==> src/rtl/svm_pkg.sv <==
// svm_pkg: level-code types, per-phase level bundle and sequencer state encoding for svm_seq.
// Latency: none (types and a combinational helper only).
// Backpressure: none.
package svm_pkg;

  localparam int LEVEL_W = 5;

  typedef logic [LEVEL_W-1:0] level_t;

  typedef struct packed {
    level_t c;
    level_t b;
    level_t a;
  } phase_levels_t;

  typedef enum logic [1:0] {
    IDLE = 2'd0,
    UP   = 2'd1,
    DOWN = 2'd2
  } seq_state_e;

  // True when every phase code is within the converter's legal level range.
  function automatic logic levels_ok(input phase_levels_t v, input level_t max_level);
    return (v.a <= max_level) && (v.b <= max_level) && (v.c <= max_level);
  endfunction

endpackage

==> src/rtl/svm_step_limit.sv <==
// svm_step_limit: one phase's ramp limiter, output moves at most one level code per cycle.
// Latency: 1 cycle per level step toward the target (registered output).
// Backpressure: none; the target may change every cycle and the ramp re-aims immediately.
`ifdef SVM_SEQ_STEP_LIMIT_EN
module svm_step_limit
  import svm_pkg::*;
(
  input  logic   clk,
  input  logic   rst_n,
  input  level_t i_target,
  output level_t o_level
);

  level_t level_q;
  level_t level_d;

  // Step one code toward the target, hold when already there.
  always_comb begin
    level_d = level_q;
    if (i_target > level_q) begin
      level_d = level_q + 1'b1;
    end else if (i_target < level_q) begin
      level_d = level_q - 1'b1;
    end
  end

  // Output level register.
  always_ff @(posedge clk or negedge rst_n) begin
    if (!rst_n) begin
      level_q <= '0;
    end else begin
      level_q <= level_d;
    end
  end

  assign o_level = level_q;

endmodule
`endif

==> src/rtl/svm_seq.sv <==
// svm_seq: plays one validated 3-vector descriptor per period as a centre-aligned up/down sequence (SVM_SEQ_STEP_LIMIT_EN adds per-phase ramp limiting).
// Latency: level outputs 1 cycle after the counter value; o_sync on the first UP cycle; o_err 1 cycle after a rejected transfer.
// Backpressure: s_ready low while the shadow descriptor is waiting for the next period start.
module svm_seq
  import svm_pkg::*;
#(
  parameter int CNT_WIDTH = 16,
  parameter int PERIOD    = 5000,
  parameter int MAX_LEVEL = 4
) (
  input  logic                 clk,
  input  logic                 rst_n,
  input  logic                 i_enable,
  input  logic                 s_valid,
  output logic                 s_ready,
  input  logic [3*LEVEL_W-1:0] s_vec0,
  input  logic [3*LEVEL_W-1:0] s_vec1,
  input  logic [3*LEVEL_W-1:0] s_vec2,
  input  logic [CNT_WIDTH-1:0] s_t1,
  input  logic [CNT_WIDTH-1:0] s_t2,
  output logic [LEVEL_W-1:0]   o_level_a,
  output logic [LEVEL_W-1:0]   o_level_b,
  output logic [LEVEL_W-1:0]   o_level_c,
  output logic                 o_sync,
  output logic                 o_err
);

  localparam int                   HALF    = PERIOD / 2;
  localparam logic [CNT_WIDTH-1:0] HALF_C  = CNT_WIDTH'(HALF);
  localparam logic [CNT_WIDTH-1:0] HALF_M1 = CNT_WIDTH'(HALF - 1);
  localparam logic [CNT_WIDTH:0]   HALF_W  = (CNT_WIDTH+1)'(HALF);
  localparam level_t               MAX_L   = level_t'(MAX_LEVEL);

  // Thresholds are kept instead of dwells: th1 = t0, th2 = t0 + t1 = HALF - t2.
  typedef struct packed {
    phase_levels_t          vec0;
    phase_levels_t          vec1;
    phase_levels_t          vec2;
    logic [CNT_WIDTH-1:0]   th1;
    logic [CNT_WIDTH-1:0]   th2;
  } seq_desc_t;

  seq_state_e           state_q, state_d;
  logic [CNT_WIDTH-1:0] cnt_q, cnt_d;
  seq_desc_t            shadow_q, shadow_d;
  seq_desc_t            active_q, active_d;
  logic                 shadow_full_q, shadow_full_d;
  logic                 active_valid_q, active_valid_d;
  logic                 sync_q, sync_d;
  logic                 err_q, err_d;

  logic                 period_start;
  logic                 xfer;
  logic                 desc_ok;
  logic [CNT_WIDTH:0]   dwell_sum;
  phase_levels_t        in_vec0, in_vec1, in_vec2;
  phase_levels_t        seg_lvl, target;

  assign s_ready = !shadow_full_q;

  // Descriptor intake: handshake and validation; the dwell sum carries one extra bit so it cannot wrap.
  always_comb begin
    in_vec0   = phase_levels_t'(s_vec0);
    in_vec1   = phase_levels_t'(s_vec1);
    in_vec2   = phase_levels_t'(s_vec2);
    dwell_sum = {1'b0, s_t1} + {1'b0, s_t2};
    desc_ok   = (dwell_sum <= HALF_W) && levels_ok(in_vec0, MAX_L) &&
                levels_ok(in_vec1, MAX_L) && levels_ok(in_vec2, MAX_L);
    xfer      = s_valid && s_ready;
  end

  // Sequencer FSM: up-count then down-count the half period; enable low forces IDLE at once.
  always_comb begin
    state_d      = state_q;
    cnt_d        = cnt_q;
    period_start = 1'b0;
    case (state_q)
      IDLE: begin
        if (i_enable && (shadow_full_q || active_valid_q)) begin
          state_d      = UP;
          cnt_d        = '0;
          period_start = 1'b1;
        end
      end
      UP: begin
        if (cnt_q == HALF_M1) begin
          state_d = DOWN;
        end else begin
          cnt_d = cnt_q + 1'b1;
        end
      end
      DOWN: begin
        if (cnt_q == '0) begin
          state_d      = UP;
          period_start = 1'b1;
        end else begin
          cnt_d = cnt_q - 1'b1;
        end
      end
      default: begin
        state_d = IDLE;
        cnt_d   = '0;
      end
    endcase
    if (!i_enable) begin
      state_d      = IDLE;
      cnt_d        = '0;
      period_start = 1'b0;
    end
  end

  // Double buffer: promote the shadow only at a period start, capture new descriptors into the shadow.
  always_comb begin
    shadow_d       = shadow_q;
    shadow_full_d  = shadow_full_q;
    active_d       = active_q;
    active_valid_d = active_valid_q;
    sync_d         = period_start;
    err_d          = xfer && !desc_ok;
    if (period_start && shadow_full_q) begin
      active_d       = shadow_q;
      active_valid_d = 1'b1;
      shadow_full_d  = 1'b0;
    end
    if (xfer && desc_ok) begin
      shadow_d.vec0 = in_vec0;
      shadow_d.vec1 = in_vec1;
      shadow_d.vec2 = in_vec2;
      shadow_d.th1  = HALF_C - s_t1 - s_t2;
      shadow_d.th2  = HALF_C - s_t2;
      shadow_full_d = 1'b1;
    end
  end

  // Segment select; the down half reuses the same thresholds on a falling count, which mirrors the up half.
  always_comb begin
    seg_lvl = active_q.vec2;
    if (cnt_q < active_q.th1) begin
      seg_lvl = active_q.vec0;
    end else if (cnt_q < active_q.th2) begin
      seg_lvl = active_q.vec1;
    end
    target = '0;
    if (i_enable && (state_q != IDLE)) begin
      target = seg_lvl;
    end
  end

  // Control and descriptor state registers.
  always_ff @(posedge clk or negedge rst_n) begin
    if (!rst_n) begin
      state_q        <= IDLE;
      cnt_q          <= '0;
      shadow_q       <= '0;
      active_q       <= '0;
      shadow_full_q  <= 1'b0;
      active_valid_q <= 1'b0;
      sync_q         <= 1'b0;
      err_q          <= 1'b0;
    end else begin
      state_q        <= state_d;
      cnt_q          <= cnt_d;
      shadow_q       <= shadow_d;
      active_q       <= active_d;
      shadow_full_q  <= shadow_full_d;
      active_valid_q <= active_valid_d;
      sync_q         <= sync_d;
      err_q          <= err_d;
    end
  end

  assign o_sync = sync_q;
  assign o_err  = err_q;

`ifdef SVM_SEQ_STEP_LIMIT_EN
  svm_step_limit u_step_a (.clk(clk), .rst_n(rst_n), .i_target(target.a), .o_level(o_level_a));
  svm_step_limit u_step_b (.clk(clk), .rst_n(rst_n), .i_target(target.b), .o_level(o_level_b));
  svm_step_limit u_step_c (.clk(clk), .rst_n(rst_n), .i_target(target.c), .o_level(o_level_c));
`else
  phase_levels_t level_q, level_d;

  // Outputs follow the target directly, one cycle behind the counter.
  always_comb begin
    level_d = target;
  end

  // Output level register.
  always_ff @(posedge clk or negedge rst_n) begin
    if (!rst_n) begin
      level_q <= '0;
    end else begin
      level_q <= level_d;
    end
  end

  assign o_level_a = level_q.a;
  assign o_level_b = level_q.b;
  assign o_level_c = level_q.c;
`endif

endmodule

==> config.mk <==
export PLATFORM = sky130hd
export DESIGN_NAME = svm_seq
export DESIGN_NICKNAME = d
export VERILOG_FILES = /design/src/rtl/svm_pkg.sv /design/src/rtl/svm_step_limit.sv /design/src/rtl/svm_seq.sv
export SDC_FILE = /design/constraint.sdc
export NUM_CORES = 1
export LEC_CHECK = 0
export ABC_AREA = 1
export CORE_MARGIN = 1
export CORE_UTILIZATION = 30
export CTS_CLUSTER_DIAMETER = 200
export CTS_CLUSTER_SIZE = 40
export DETAILED_ROUTE_END_ITERATION = 10
export DONT_BUFFER_PORTS = 1
export PLACE_DENSITY = 0.55
export SYNTH_ARGS = -nofsm -noshare
export SYNTH_HDL_FRONTEND = slang
export SYNTH_SLANG_ARGS = --single-unit
==> constraint.sdc <==
create_clock -name clk -period 3.55 [get_ports clk]
set_input_delay 0.355 -clock clk [delete_from_list [all_inputs] [get_ports clk]]
set_output_delay 0.355 -clock clk [all_outputs]
set_load 0.05 [all_outputs]
==> impl_results.md, run 1 <==
* Outcome: finished, violations left
* Failing checks: negative hold slack
* WS Path Type: reg2reg
* Fin worst setup slack at 0.794 ns
* Sum Neg Setup Slack at 0 ns
* Synthesized Nets at between 1500 and 2000
* RSZ-0062 raised after global routing: no
* Achievable Freq at 363 MHz
* Synth Warn # at 0
* DRC at 0
* Critical Path AT at 3.08 ns
* Die Wd at between 150 and 200 um
* Pre-CTS setup slack at 0.716 ns
* Post-route non-filler standard cell count at 2040
* Clock Sinks at about 190
* Htree depth at 4
* ANT cells at 0
* CTS buffer count at 17
* Nets at ~1700
* HP Class: in2async
* Synth Register Bits at 191
* DR pass1 iterations at 5
* Overflow after GRT at 0
* GRT Overall Usage at 15.1%
* Initial antenna violation count at 0
* Max Slew Vio Count at 0
* Hold WS at -0.384 ns
* # rows at between 70 and 80
* Clk root buf: clkbuf_16
* WL final at 28.4 mm
* CTS tree: built
* DIE AREA at 0.0393 mm^2
* IO Port Bufs at 0
* Total area of sequential cells at 0.00478 mm^2
* Final Hold Viols at roughly 190
* Area Overhead vs Synth at 10.4%
* Crit-path max FO at 16
* Fillcell total at 4011
* Final period util at 77.6%
* Period minus WS final at 2.76 ns
* Power per cell area at approximately 620 mW/mm^2
* DP Area at 0.0121 mm^2
* Setup violators final at 0
* Cell total after placement at approximately 2000
* Startpoint types: flip-flop
* Critical Path Sink Type: flip-flop
* Actual slew at the worst max-slew pin at between 1 and 1.5 ns
* Starting Density at 30.6%
* DRT iter0 DRCs at 711
* First-pass GRT wire length at 47.3 mm
* I/O pin count at 99
* Syn avg cell area at 7.54 um^2
* Hpwl dp at 20.4 mm
* Unique cell type count in the Yosys netlist at 33
* Via count at 9448
* Worst Path Required at 3.88 ns
* Share of layout cells above drive strength 1 at 5.10%
* Mapped Cells at between 1500 and 2000
* Area of the multi-input gates at 0.00581 mm^2
* Routability cong. at approximately 0.84
* Max-Cap Viols at 0
* Clock Pin Slew Worst Setup and Hold Paths at 0.07 ns
* Vias in the first global route at 9228
* Sequential-to-total area share from yosys stat at a little over 40%
* VDD IR max at 0.345 mV
* PostCTS Resize Cnt at 0
* Max Root-Sink Buffers at 2
* Die Y at between 150 and 200 um
* WL per Instance at 13.9 um
* Post-CTS Setup Bufs at 0
* Worst Skew at 0.0163 ns
* Cell Area, Synth at 0.0116 mm^2
* Core footprint at 0.0378 mm^2
* Clk_lat worst skew at 0.44 ns
* Max_slew headroom at 21.6%
* LEAKAGE at 7.01 nW
* Vias/cell at around 4.6
* Routed Antenna Nets at 0
* Pin count of the biggest net entering global routing at approximately 190
* Design area at 0.0128 mm^2
-- where the power goes --
group	total (mW)	switching (mW)	leakage (nW)	internal (mW)
registers	2.93	0.491	2.64	2.44
clock network	2.04	0.904	0.301	1.14
logic	2.90	1.96	4.06	0.947
total	7.87	3.35	7.01	4.52
-- layout by cell type, fill, tap and decap left out, types with 2 or more instances in the layout --
master	netlist	routed
nand2_1	548	547
dfrtp_1	191	191
inv_1	174	174
ha_1	88	88
nand3_1	79	79
o21ai_0	77	77
nand4_1	68	68
a21oi_1	63	63
nor2_1	63	62
xor2_1	28	28
inv_2	21	21
nand3b_1	18	18
clkbuf_16	0	17
nor3_1	14	14
buf_4	0	14
o21bai_1	9	9
xnor2_1	6	6
fa_1	6	6
o31ai_1	4	4
and2_1	3	3
nand2_2	2	3
or2_2	3	3
a31oi_1	3	3
bufinv_16	0	3
inv_6	0	3
buf_12	0	3
o211ai_1	2	2
o21a_1	2	2
nor2_4	1	2
a21boi_0	2	2
clkinv_8	0	2
clkinvlp_4	0	2
inv_8	0	2
-- stage by stage --
stage,util (%),power [mW]
floorplan,-,5.01
global placement,32.1,5.82
detailed placement,32.1,5.89
CTS,33.8,7.96
global route,33.8,8.47
finish,33.8,7.87
-- critical path, cell delays in order, from the launching register on --
cell and delay (ns):
dfrtp_1 0.52, ha_1 0.35, a21oi_1 0.06, o21ai_0 0.22, nand4_1 0.12, o211ai_1 0.15, nand3_1 0.11, buf_4 0.22
nand2_1 0.47, nand3_1 0.24, nand2_1 0.12, inv_1 0.06
-- area by class of cell --
type | count | area share (%)
Multi-Input combinational cell | 1094 | 45.6
Tap cell | 511 | 5.01
Clock inverter | 14 | 1.57
Sequential cell | 191 | 37.5
Timing Repair Buffer | 17 | 1.29
Clock buffer | 18 | 3.36
Inverter | 195 | 5.74
-- final timing paths --
check | startpoint | end | slack (ns) | cells after the start
setup / recovery | cnt_q[1] | o_level_a[0] | 0.79 | 11
setup reg to reg | cnt_q[1] | o_level_a[0] | 0.79 | 11
max in group asynchronous | rst_n | active_q[22] | 3.66 | 0
hold reg to reg | shadow_q[56] | active_q[56] | 0.47 | 2
hold / removal | rst_n | o_level_a[4] | -0.38 | 0
min in group clk | s_vec1[2] | shadow_q[49] | 0.06 | 2
-- logic make-up after synthesis --
kind of cell	count (synthesis)	share of synthesized area (%)
simple gates	801	29.4
fa+ha+maj	94	10.6
compound gates	165	7.66
flops	191	41.4
xor+xnor	34	2.58
buf+inv	246	8.41
-- metal layers --
metal / global-route usage, % / routed length (um) / vias up
li1: - / - / 4872
met1: 20.9 / 14100 / 4391
met2: 24.0 / 12800 / 170
met3: 3.10 / 1270 / 15
met4: 3.56 / 242 / 0
met5: 0 / 0 / -
-- cells in the mapped netlist --
library cell,instances,share of area [%]
nand3_1,79,3.4
xnor2_1,6,0.45
o31ai_1,4,0.26
nor4_1,1,0.054
nor2_1,63,2.0
nand4_1,68,3.7
or2_2,3,0.16
dfrtp_1,191,41
a31oi_1,3,0.16
nand3b_1,18,1.2
o21ai_0,77,3.3
o211ai_1,2,0.13
inv_2,21,0.68
and2_1,3,0.16
o21a_1,2,0.13
nand3_2,1,0.087
fa_1,6,1.0
nor3_1,14,0.61
buf_6,3,0.29
xor2_1,28,2.1
o21bai_1,9,0.58
nand2_1,548,18
o2111ai_1,1,0.076
a22o_1,1,0.076
nor2_4,1,0.097
nand2_2,2,0.11
a21boi_0,2,0.13
o21ai_1,1,0.043
a21oi_1,63,2.7
inv_1,174,5.7
clkbuf_1,28,0.91
ha_1,88,9.5
buf_2,20,0.87
-- sequential cells by signal, summed over array words and instances (netlist names) --
name / cells
active_q: 77
active_valid_q: 1
cnt_q: 16
o_err: 1
o_level_a: 5
o_level_b: 5
o_level_c: 5
o_sync: 1
shadow_full_q: 1
shadow_q: 77
state_q: 2
No activity file was read; power rests on OpenSTA's default activity.
==> run 2: changes to the inputs <==
PLACE_DENSITY = 0.56   (was 0.55)
clock period = 2.3 ns   (was 3.55 ns; I/O delays follow)
==> impl_results.md, run 2 (synthesis gave the netlist of run 1 again) <==
* Worst Path Required at 2.68 ns (was 3.88 ns)
* DRC at 0 (unchanged)
* Fillcell total at 3910 (was 4011)
* Vias/cell at 4.65 (was 4.63)
* Crit-path most repeated cell: nand3_2
* WS Path Type: reg2reg (unchanged)
* Crit-path max FO at 6 (was 16)
* CTS buffer count at 17 (unchanged)
* # rows at 71 (unchanged)
* Setup violators final at 0 (unchanged)
* CTS tree: built (unchanged)
* Period minus WS final at 2.27 ns (was 2.76 ns)
* Final period util at 98.8% (was 77.6%)
* Routed Antenna Nets at 0 (unchanged)
* Failing checks: negative hold slack (unchanged)
* Max_slew headroom at 60.2% (was 21.6%)
* Crit path cell chain: ha_4, buf_6, buf_6, fa_2, nand3_2, nand3_2, nand3_2, nand4_1, a21oi_1, o21bai_1, a21oi_1, o21ai_1, nand2_1 (was ha_1, a21oi_1, o21ai_0, nand4_1, o211ai_1, nand3_1, buf_4, nand2_1, nand3_1, nand2_1, inv_1)
* Hold WS at -0.511 ns (was -0.384 ns)
* DIE AREA at 0.0393 mm^2 (unchanged)
* DR pass1 iterations at 6 (was 5)
* VDD IR max at 0.568 mV (was 0.345 mV)
* Die Wd at 198 um (unchanged)
* Clk_lat worst skew at 0.44 ns (about the same)
* LEAKAGE at 7.56 nW (was 7.01 nW)
* Actual slew at the worst max-slew pin at 0.597 ns (was 1.17 ns)
* Vias in the first global route at 9988 (was 9228)
* Max-Cap Viols at 0 (unchanged)
* Bufs and invs on worst path at 2 (unchanged)
* Outcome: finished, violations left (unchanged)
* Clock Pin Slew Worst Setup and Hold Paths at 0.08 ns (was 0.07 ns)
* Commonest non-fill, non-tap cell in the layout: nand2_1 (unchanged)
* Clk root buf: clkbuf_16 (unchanged)
* Met3 GRT Util at 2.93% (was 3.10%)
* Met1 usage at 20.6% (was 20.9%)
* Critical Path Max Stage Delay at 0.42 ns (was 0.52 ns)
* Overflow after GRT at 0 (unchanged)
* Leading registers by flop count: active_q (77), shadow_q (77), cnt_q (16) (unchanged)
* Die Y at 198 um (unchanged)
* GRT Overall Usage at 15.4% (was 15.1%)
* CP max-delay cell: dfrtp_1 (unchanged)
* Commonest cells after routing, fill and taps aside: nand2_1 (544), dfrtp_1 (187), inv_1 (172) (was nand2_1 (547), dfrtp_1 (191), inv_1 (174))
* Hpwl dp at 21.3 mm (was 20.4 mm)
* Critical Path Sink Type: flip-flop (unchanged)
* CTS hold repair buffers at 31
* Via count at 10000 (was 9448)
* Core footprint at 0.0378 mm^2 (unchanged)
* I/O pin count at 99 (unchanged)
* DRT iter0 DRCs at 623 (was 711)
* Power per cell area at 917 mW/mm^2 (was 617 mW/mm^2)
* Htree depth at 4 (unchanged)
* Top Usage Layer GRT: met2 (unchanged)
* Crit-path leading delay family: adder cells (was simple AND/OR/NAND/NOR gates)
* Share of layout cells above drive strength 1 at 12.0% (was 5.10%)
* WL per Instance at 13.6 um (was 13.9 um)
* Final Hold Viols at 191 (unchanged)
* Met2 Use GR at 25.3% (was 24.0%)
* HP Class: in2async (unchanged)
* First-pass GRT wire length at 49.0 mm (was 47.3 mm)
* WL final at 29.4 mm (was 28.4 mm)
* Max Root-Sink Buffers at 2 (unchanged)
* Pin count of the biggest net entering global routing at 192 (unchanged)
* Achievable Freq at 440 MHz (was 363 MHz)
* Sum Neg Setup Slack at 0 ns (unchanged)
* Clock Sinks at 191 (unchanged)
* Area Overhead vs Synth at 20.7% (was 10.4%)
* Initial antenna violation count at 1 (was 0)
* Starting Density at 30.6% (unchanged)
* Max Slew Vio Count at 0 (unchanged)
* Nets at 1809 (was 1691)
* RSZ-0062 raised after global routing: yes (was no)
* IO Port Bufs at 0 (unchanged)
* Critical Path AT at 2.65 ns (was 3.08 ns)
* Startpoint types: flip-flop (unchanged)
* Routability cong. at 0.872 (was 0.845)
* Worst Skew at 0.0162 ns (was 0.0163 ns)
run 2: changes by cell type in the layout (fill, tap and decap cells not counted), sizes merged:
cell	delta
buf	+86
inv	+1
bufinv	-1
dlygate4sd3	+31
diode	+1
clkinv	+1
run 2: cell type report:
class	count	area (um^2)	area share [%]
multi-input combinational	1094	5970	42.8
sequential	191	4780	34.3
timing repair buffer	135	1190	8.51
inverter	195	737	5.29
tap	511	639	4.59
clock buffer	17	425	3.05
clock inverter	15	194	1.39
antenna	1	2.50	0.0180
run 2: final timing paths:
path	start	slack, ns	end	cells after the start
hold / removal	rst_n	-0.51	o_level_a[4]	0
max in group asynchronous	rst_n	2.40	cnt_q[9]	0
setup reg to reg	state_q[1]	0.03	cnt_q[14]	13
min in group clk	s_t2[5]	0.02	shadow_q[5]	3
hold reg to reg	shadow_q[61]	0.46	active_q[61]	2
setup / recovery	state_q[1]	0.03	cnt_q[14]	13
run 2: metal layers:
layer / share of wire (%) / routed length, um / vias to the layer above
met5: 0 / 0 / -
met4: 1.7 / 510 / 0
met3: 4.6 / 1360 / 42
met2: 47 / 13700 / 228
met1: 47 / 13900 / 4647
li1: - / - / 5121
run 2: stage by stage:
step                      instance area [um^2]  instances  worst slack, ns  utilization (%)  power, mW
after floorplan                          11600       1531           0.0178                -       7.75
after global placement                   12800       2088           -0.300             33.8       9.36
after detailed placement                 12800       2088           -0.328             33.8       9.47
after CTS                                13700       2151           0.0215             36.3       12.7
after global routing                     13900       2159          -0.0864             36.9       13.8
final                                    13900       2159           0.0265             36.9       12.8
run 2: timing repair:
action                                 in CTS  in global routing
setup endpoints to repair                   2                111
pin swaps                                   0                 12
resized for setup                           2                 43
gates cloned                                0                  1
buffers inserted                            0                  6
endpoints found under the hold margin     222                191
run 2: power by group:
group          switching, mW  internal [mW]  total, mW
registers              0.759           3.76       4.52
logic                   3.12           2.05       5.17
clock network           1.43           1.66       3.09
==> run 3: changes to the inputs <==
CORE_ASPECT_RATIO = 0.8   (was not set)
SETUP_SLACK_MARGIN = 0.4   (was not set)
==> impl_results.md, run 3 (synthesis gave the netlist of run 1 again) <==
* Core footprint at 0.0375 mm^2 (was 0.0378 mm^2)
* Area Overhead vs Synth at 31.6% (was 20.7%)
* Nets at 1833 (was 1809)
* Routability cong. at 0.825 (was 0.872)
* GRT Overall Usage at 16.5% (was 15.4%)
* Vias in the first global route at 9878 (was 9988)
* Hpwl dp at 22.6 mm (was 21.3 mm)
* Max Slew Vio Count at 0 (unchanged)
* DIE AREA at 0.0393 mm^2 (about the same)
* Die Y at 178 um (was 198 um)
* Clock Pin Slew Worst Setup and Hold Paths at 0.09 ns (was 0.08 ns)
* Achievable Freq at 450 MHz (was 440 MHz)
* Clock Sinks at 191 (unchanged)
* Final Power at 14.9 mW (was 12.8 mW)
* Pin count of the biggest net entering global routing at 192 (unchanged)
* Worst Skew at 0.0122 ns (was 0.0162 ns)
* Max-Cap Viols at 0 (unchanged)
* CTS tree: built (unchanged)
* Via count at 10300 (was 10000)
* DP Area at 0.0129 mm^2 (was 0.0128 mm^2)
* Startpoint types: flip-flop (unchanged)
* Crit-path max FO at 5 (was 6)
* Leading registers by flop count: active_q (77), shadow_q (77), cnt_q (16) (unchanged)
* VDD IR max at 0.659 mV (was 0.568 mV)
* HP Class: in2async (unchanged)
* # rows at 63 (was 71)
* Die Wd at 221 um (was 198 um)
* Htree depth at 4 (unchanged)
* First-pass GRT wire length at 51.9 mm (was 49.0 mm)
* Final Hold Viols at 191 (unchanged)
* Worst Path Required at 2.62 ns (was 2.68 ns)
* Outcome: finished, violations left (unchanged)
* Starting Density at 30.8% (was 30.6%)
* Initial antenna violation count at 0 (was 1)
* Vias/cell at 4.76 (was 4.65)
* Critical Path Sink Type: flip-flop (unchanged)
* Commonest cells after routing, fill and taps aside: nand2_1 (460), dfrtp_1 (188), inv_1 (155) (was nand2_1 (544), dfrtp_1 (187), inv_1 (172))
* DRT iter0 DRCs at 644 (was 623)
* Power per cell area at 981 mW/mm^2 (was 917 mW/mm^2)
* Critical Path AT at 2.54 ns (was 2.65 ns)
* Failing checks: negative hold slack (unchanged)
* Actual slew at the worst max-slew pin at 0.454 ns (was 0.597 ns)
* Final period util at 96.6% (was 98.8%)
* CTS buffer count at 17 (unchanged)
* LEAKAGE at 8.02 nW (was 7.56 nW)
* WL per Instance at 15.2 um (was 13.6 um)
* Clk_lat worst skew at 0.44 ns (about the same)
* Design area at 0.0152 mm^2 (was 0.0139 mm^2)
* DR pass1 iterations at 4 (was 6)
* Fillcell total at 3785 (was 3910)
* Routed Antenna Nets at 0 (unchanged)
* Share of layout cells above drive strength 1 at 23.0% (was 12.0%)
* Commonest non-fill, non-tap cell in the layout: nand2_1 (unchanged)
* ANT cells at 0 (was 1)
* Setup violators final at 0 (unchanged)
* Fin util at 40.5% (was 36.9%)
* CTS hold repair buffers at 29 (was 31)
* DRC at 0 (unchanged)
* IO Port Bufs at 0 (unchanged)
* Max Root-Sink Buffers at 2 (unchanged)
* RSZ-0062 raised after global routing: yes (unchanged)
* Period minus WS final at 2.22 ns (was 2.27 ns)
* Hold WS at -0.523 ns (was -0.511 ns)
* WS Path Type: reg2reg (unchanged)
* Max_slew headroom at 69.4% (was 60.2%)
* WL final at 32.9 mm (was 29.4 mm)
* Overflow after GRT at 0 (unchanged)
* Clk root buf: clkbuf_16 (unchanged)
* I/O pin count at 99 (unchanged)
==> run 3: cell count changes in the layout (fill, tap and decap cells not counted), sizes merged <==
cell / previous run / this run
bufinv: 2 / 1
buf: 103 / 126
clkbuf: 18 / 21
dlygate4sd3: 31 / 29
diode: 1 / 0
clkinvlp: 2 / 0
inv: 201 / 204
==> run 3: through the flow <==
step | setup TNS, ns | worst slack (ns) | hold WS (ns) | cells
global route | -0.156 | -0.0567 | -0.544 | 2158
floorplan | 0 | 0.122 | -0.0656 | 1531
global placement | -0.398 | -0.0293 | -0.0582 | 2057
detailed placement | -1.47 | -0.0861 | -0.0463 | 2057
finish | 0 | 0.0778 | -0.523 | 2158
CTS | 0 | 0.0522 | -0.536 | 2138
==> run 3: cell type report <==
| type | instances | area [um^2] | share of cell area (%) |
|---|---|---|---|
| repair buffers | 159 | 1570 | 10.4 |
| inverters | 195 | 742 | 4.88 |
| clock buffers | 17 | 425 | 2.80 |
| flip-flops and latches | 191 | 4780 | 31.5 |
| multi-input cells | 1094 | 6850 | 45.0 |
| clock inverters | 15 | 220 | 1.45 |
| well taps | 487 | 609 | 4.01 |
==> run 3: final timing paths <==
path / start / to / slack, ns / depth (start not counted)
worst max-delay path: state_q[0] / cnt_q[11] / 0.08 / 15
worst min-delay path: rst_n / cnt_q[0] / -0.52 / 0
worst max register to register: state_q[0] / cnt_q[11] / 0.08 / 15
worst min register to register: active_q[71] / active_q[71] / 0.47 / 2
max in group asynchronous: rst_n / shadow_q[15] / 2.57 / 0
min in group clk: s_t2[2] / shadow_q[2] / 0.03 / 3
==> run 3: metal layers <==
layer | wire length (um) | track usage, % | up-vias
li1 | - | - | 5169
met1 | 16700 | 24.4 | 4875
met2 | 14400 | 24.8 | 205
met3 | 1470 | 3.08 | 22
met4 | 312 | 3.76 | 0
met5 | 0 | 0 | -
==> run 3: repair_timing <==
| item | CTS | global route |
|---|---|---|
| endpoints found under the hold margin | 220 | 191 |
| pin swaps | 45 | 110 |
| endpoints found under the setup margin | 110 | 187 |
| cloned | 2 | 6 |
| gates resized for setup | 78 | 174 |
| setup buffers | 18 | 14 |
==> run 3: where the power goes <==
part	switching, mW	internal, mW	total, mW
Sequential	0.736	3.76	4.50
Combinational	4.09	3.11	7.21
Clock	1.60	1.62	3.22
==> run 3: critical path, cell delays in order (launching register included) <==
cell	delay, ns
dfrtp_1	0.38
inv_2	0.06
ha_4	0.17
buf_6	0.13
buf_6	0.11
ha_4	0.30
nand2_4	0.06
nor2_4	0.10
nand2_2	0.05
nand2_2	0.10
a21oi_4	0.07
o21ai_4	0.21
buf_6	0.14
a21oi_4	0.05
o21ai_2	0.07
o21ai_1	0.08
